<file path="src/rtl/limit_modeselect.sv">
// limit_modeselect: prioritised mode decode plus a bank of digit-coded limit slots with at-limit detect
module limit_modeselect #(
   parameter int DIGITS    = 6,
   parameter int DIGIT_W   = 4,
   parameter int DIGIT_MAX = 9,
   parameter int NUM_SLOTS = 4,
   parameter int SEL_W     = $clog2(NUM_SLOTS)
) (
   input  logic                      clk,
   input  logic                      reset,
   input  logic [DIGITS*DIGIT_W-1:0] cnt_in,
   input  logic                      carry_set,
   input  logic                      max_set,
   input  logic                      min_set,
   input  logic                      refresh_limits,
   input  logic [SEL_W-1:0]          slot_sel,
   output logic [DIGITS*DIGIT_W-1:0] limit_out,
   output logic                      carry_en,
   output logic                      max_en,
   output logic                      min_en,
   output logic                      at_limit,
   output logic                      refresh_err
);
   localparam int W = DIGITS * DIGIT_W;
   localparam logic [W-1:0] MAX_VAL = {DIGITS{DIGIT_W'(DIGIT_MAX)}};
   typedef enum logic [1:0] {FREE, CARRY, MAX, MIN} mode_t;
   logic [W-1:0] slots [NUM_SLOTS];
   logic [DIGITS-1:0] dig_ok;
   logic hist, wr_edge, wr;
   mode_t n_mode;
   logic [W-1:0] n_lim;
   for (genvar d = 0; d < DIGITS; d++) begin : g_dig
      assign dig_ok[d] = cnt_in[d*DIGIT_W +: DIGIT_W] <= DIGIT_W'(DIGIT_MAX);
   end
   always_comb begin
      wr_edge = refresh_limits & ~hist;
      wr = wr_edge & (&dig_ok);
      n_mode = carry_set ? CARRY : max_set ? MAX : min_set ? MIN : FREE;
      n_lim = wr ? cnt_in : slots[slot_sel];
   end
   always_ff @(posedge clk) begin
      if (reset) begin
         for (int i = 0; i < NUM_SLOTS; i++) slots[i] <= MAX_VAL;
         limit_out   <= MAX_VAL;
         hist        <= 1'b1;
         carry_en    <= 1'b0;
         max_en      <= 1'b0;
         min_en      <= 1'b0;
         at_limit    <= 1'b0;
         refresh_err <= 1'b0;
      end else begin
         if (wr) slots[slot_sel] <= cnt_in;
         limit_out   <= n_lim;
         hist        <= refresh_limits;
         carry_en    <= n_mode == CARRY;
         max_en      <= n_mode == MAX;
         min_en      <= n_mode == MIN;
         at_limit    <= (n_mode == MAX || n_mode == MIN) && cnt_in == n_lim;
         refresh_err <= wr_edge & ~(&dig_ok);
      end
   end
endmodule

</file>
<file path="config.mk">
export PLATFORM = sky130hd
export DESIGN_NAME = limit_modeselect
export DESIGN_NICKNAME = d
export VERILOG_FILES = /design/src/rtl/limit_modeselect.sv
export SDC_FILE = /design/constraint.sdc
export NUM_CORES = 1
export LEC_CHECK = 0
export BUFFER_PORTS_ARGS = -buffer_cell sky130_fd_sc_hd__buf_4
export CAP_MARGIN = 25
export CORE_MARGIN = 4
export CORE_UTILIZATION = 35
export CTS_CLUSTER_SIZE = 30
export DETAILED_ROUTE_END_ITERATION = 16
export MAX_ROUTING_LAYER = met4
export REMOVE_ABC_BUFFERS = 1
export SETUP_SLACK_MARGIN = 0.3
export SLEW_MARGIN = 20
export SYNTH_ARGS = -nofsm -noshare
export SYNTH_HDL_FRONTEND = slang
export SYNTH_SLANG_ARGS = --single-unit
export TNS_END_PERCENT = 50
</file>
<file path="constraint.sdc">
create_clock -name clk -period 4 [get_ports clk]
set_input_delay 1.2 -clock clk [delete_from_list [all_inputs] [get_ports clk]]
set_output_delay 1.2 -clock clk [all_outputs]
set_load 0.01 [all_outputs]
</file>
# Word-level counts from Yosys, hierarchy flattened

Memories as Yosys holds them, arrays and structs flattened.
Index checks and enable logic that the tools add are counted.

Order comparisons: 6
Eq/ne operators: 4
Mux-type cells: 12
Bitwise gates (word level): 5
Reduce and logical (&&, ||, !) cells: 4

Operators by type and width:

| cell                 | count |
|---|---|
| $mux W24             | 2 |
| $eq A24 B24 Y1       | 1 |
| $le A4 B4 Y1 const B | 6 |
| $reduce_or A24 Y1    | 1 |
| $mux W2              | 4 |
| $mux W1              | 6 |
| $reduce_and A6 Y1    | 1 |
| $eq A2 B2 Y1 const B | 2 |
| $and A1 B1 Y1        | 3 |
| $eq A2 B1 Y1 const B | 1 |
| $not A1 Y1           | 2 |
| $logic_and A1 B1 Y1  | 1 |
| $logic_or A1 B1 Y1   | 1 |

Register bits: 30
Memory bits (writable): 96
Input bits: 32
Output and inout port bits: 29
Word-level logic and storage cells: 39
Memories kept: 1

Memory list:

| name  | words | bits a word | read ports | clocked after Yosys merged registers in | write ports | RTL line | source |
|---|---|---|---|---|---|---|---|
| slots | 4     | 24          | 1          | 0                                       | 4           | 27       | `logic [W-1:0] slots [NUM_SLOTS];` |

# Depth between registers and ports, before layout

Word-level depth: 8
Mapped depth: 9
Mapped depth without buffers: 6

# Least setup slack after synthesis

OpenSTA, ideal clock, no wires.

Kind: input port to flip-flop
Start point: input port cnt_in[21]
End point: memory slots[1][0] (netlist bit), enable pin
Library setup time: 0.358 ns
Arrival time: 2.945 ns
Data required time: 3.642 ns
Slack: 0.696 ns
Stages on the path: 8
Path buffers: 2
Path through: buf_4 > o21ai_2 > nand2_1 > nor3_2 > nor3b_4 > nor3b_4 > clkbuf_4 > or2_2

RTL lines:

| what               | RTL line | source |
|---|---|---|
| start: declaration | 11       | `input logic [DIGITS*DIGIT_W-1:0] cnt_in,` |
| end: declaration   | 27       |  |

==> impl_metrics.tcl <==
set metrics [dict create \
    ys_warn_count 0 \
    numClockSinks 126 \
    grt_setup_unrepaired "no" \
    dieArea_mm2 0.0192 \
    clk_latency_ns 0.43 \
    hpwl_mm 10.5 \
    p_leak_uw 0.00271 \
    area_delta_synth_final_pct 22.4 \
    pwr-share-clk 0.483 \
    grt_pass1_wl_mm 24.1 \
    max_stage_delay_ns 0.40 \
    p_per_area_mw_per_mm2 461 \
    cts_max_level 4 \
    ctsResizeCount 0 \
    die_x_um 139 \
    ctsRootBufferMaster "clkbuf_16" \
    post_cts_buffers 0 \
    critical_path_class "in2reg" \
    synth_top_cells_by_area "edfxtp_1, dfxtp_1, mux2i_1" \
    status "finished clean" \
    slew-limit-headroom 0.682 \
    cts_tree "yes" \
    drv_slew 0 \
    skew_ns 0.00490 \
    drt-vias-per-instance 5.15 \
    clock_path_buffers 2 \
    power_switching_uw 764 \
    io_buffers 60 \
    io_pins 61 \
    p_seq_frac 0.433 \
    final_common_cell "edfxtp_1" \
    globalRouteTotalUtil 0.170 \
    start_util 0.358 \
    drive_above_1_share 0.257 \
    worstMarginPinSlew_ns 0.464 \
    numCtsBuffers 17 \
    combPwrFrac 0.084 \
    hold_viol 0 \
    synth_top_area_frac 0.483 \
    antenna_found_initial 0 \
    grt_max_degree 35 \
    async_reset_ff_frac 0 \
    critical_path_arrival_ns 3.18 \
    netlist_instances 474 \
    cts-hold-fix-buffers 0 \
    wl_mm 15.7 \
    antenna_left 0 \
    chipHeight_um 139 \
    crit_required_ns 4.13 \
    period_share 0.764 \
    drc 0 \
    final.setup.tns_ns 0 \
    setup_violations 0 \
    synth_top_area_cell "edfxtp_1" \
    ys_seq_elements 126 \
    synthesis.area_mm2 0.00597 \
    wl_per_cell_um 20.2 \
    crit_chain "buf_4, o21ai_0, nand2_1, nor3_2, nor3b_4, nor3b_4, or2_2, buf_4" \
    fill_cells 1528 \
    drt_iter0_drc 353 \
    overflow 0 \
    swShare 0.227 \
    vias 3983 \
    n_antenna_cell 0 \
    synth_edf_count 96 \
    ys_types 53 \
    mostFrequentLayoutCells "edfxtp_1, buf_4, and2_1, nand2b_1, mux2i_1" \
    end_kind "flop" \
    finalCriticalPeriod_ns 3.05 \
    drt_pass1_iterations 5 \
    seq_area_frac_synth 0.584 \
    coreArea_mm2 0.0166 \
    hp-class "reg2reg" \
    grt_pass1_vias 4042 \
    clkTransAtPathRegs_ns 0.06 \
    std_cell_rows 47 \
    start_kind "input pin" \
    power.total_uw 3360 \
    place.gp.congestion 0.933 \
    ir_worst_vdd_v 0.000318 \
    p_int_uw 2600 \
    synth_ff_type "edfxtp_1" \
    drv_cap 0 \
    cpMaxStageDelayCell "or2_2" \
    final_nets 572 \
    cp_max_fo 12 \
    synth.avg_cell_area_um2 12.6 \
    max_freq_mhz 327 \
]
## critical path, delay by kind of cell
kind                   cells  cell delay [ns]
AO/OA/AOI/OAI              1             0.23
buffers and inverters      2             0.41
AND/OR/NAND/NOR            5             1.34
## flip-flops by register name, summed over array words and instances, names as in the netlist
| signal | flops |
|---|---|
| hist | 1 |
| carry_en | 1 |
| at_limit | 1 |
| slots | 96 |
| max_en | 1 |
| min_en | 1 |
| refresh_err | 1 |
| limit_out | 24 |
## metal layers
metal,part of all wire,global-route usage,vias to the layer above,wire length [µm]
li1,-,-,1842,-
met1,0.45,0.223,1970,7110
met2,0.46,0.254,152,7280
met3,0.064,0.0510,19,997
met4,0.017,0.0551,0,268
met5,0,-,-,0
## layout make-up
cell class	count	area, µm²	area share
sequential	126	3480	0.477
multi-input combinational	305	2260	0.309
timing repair buffer	81	633	0.0867
clock buffer	17	425	0.0583
tap	220	275	0.0377
clock inverter	15	195	0.0267
inverter	9	33.8	0.00463
## synthesized netlist by cell type, drive strengths merged (2+ instances only)
| cell | n |
|---|---|
| edfxtp | 96 |
| and2 | 50 |
| mux2i | 42 |
| nand2b | 41 |
| dfxtp | 30 |
| nor2 | 30 |
| clkbuf | 18 |
| nand2 | 18 |
| buf | 16 |
| a211o | 14 |
| a21oi | 12 |
| o21ai | 12 |
| inv | 9 |
| or2b | 9 |
| a211oi | 7 |
| mux4 | 7 |
| o22ai | 7 |
| xnor2 | 7 |
| mux2 | 6 |
| xor2 | 5 |
| nor3 | 4 |
| nand3 | 3 |
| nor2b | 3 |
| nor3b | 3 |
| nor4 | 3 |
| o221ai | 3 |
| or2 | 3 |
| a221oi | 2 |
| nand4 | 2 |
| o211ai | 2 |
## cells by family (layout without fill, tap and decap cells)
kind of cell	count (synthesis)	in the layout	share of synthesized area
and+or+nand+nor	171	171	0.170
DFF	126	126	0.584
AOI/OAI and AO/OA	67	67	0.0801
muxes	55	55	0.109
buffers and inverters	43	122	0.0394
xor gates and xnor gates	12	12	0.0176
## power groups by stage
| stage | clock, µW | sequential (µW) | combinational, µW |
|---|---|---|---|
| after floorplan | 0 | 1490 | 122 |
| after global placement | 0 | 1480 | 281 |
| after detailed placement | 0 | 1480 | 283 |
| after CTS | 1660 | 1460 | 285 |
| after global routing | 1710 | 1460 | 305 |
| final | 1620 | 1460 | 283 |
## path summary, 6_finish.rpt
check,startpoint,to,slack [ns],depth (start not counted)
setup reg to reg,hist,slots[0][12],1.86,5
setup / recovery,cnt_in[17],slots[0][12],0.95,8
hold reg to reg,hist,refresh_err,0.67,2
hold / removal,hist,refresh_err,0.67,2
## through the flow
stage	std cells	hold WS (ns)	utilization	cell area, µm²	setup WS [ns]
floorplan	440	0.514	-	5760	-0.599
global placement	741	0.661	0.401	6680	0.577
detailed placement	741	0.650	0.401	6680	0.519
CTS	773	0.661	0.439	7300	0.936
global route	773	0.707	0.439	7300	0.850
finish	773	0.675	0.439	7300	0.945
No activity file was read; power rests on OpenSTA's default activity.
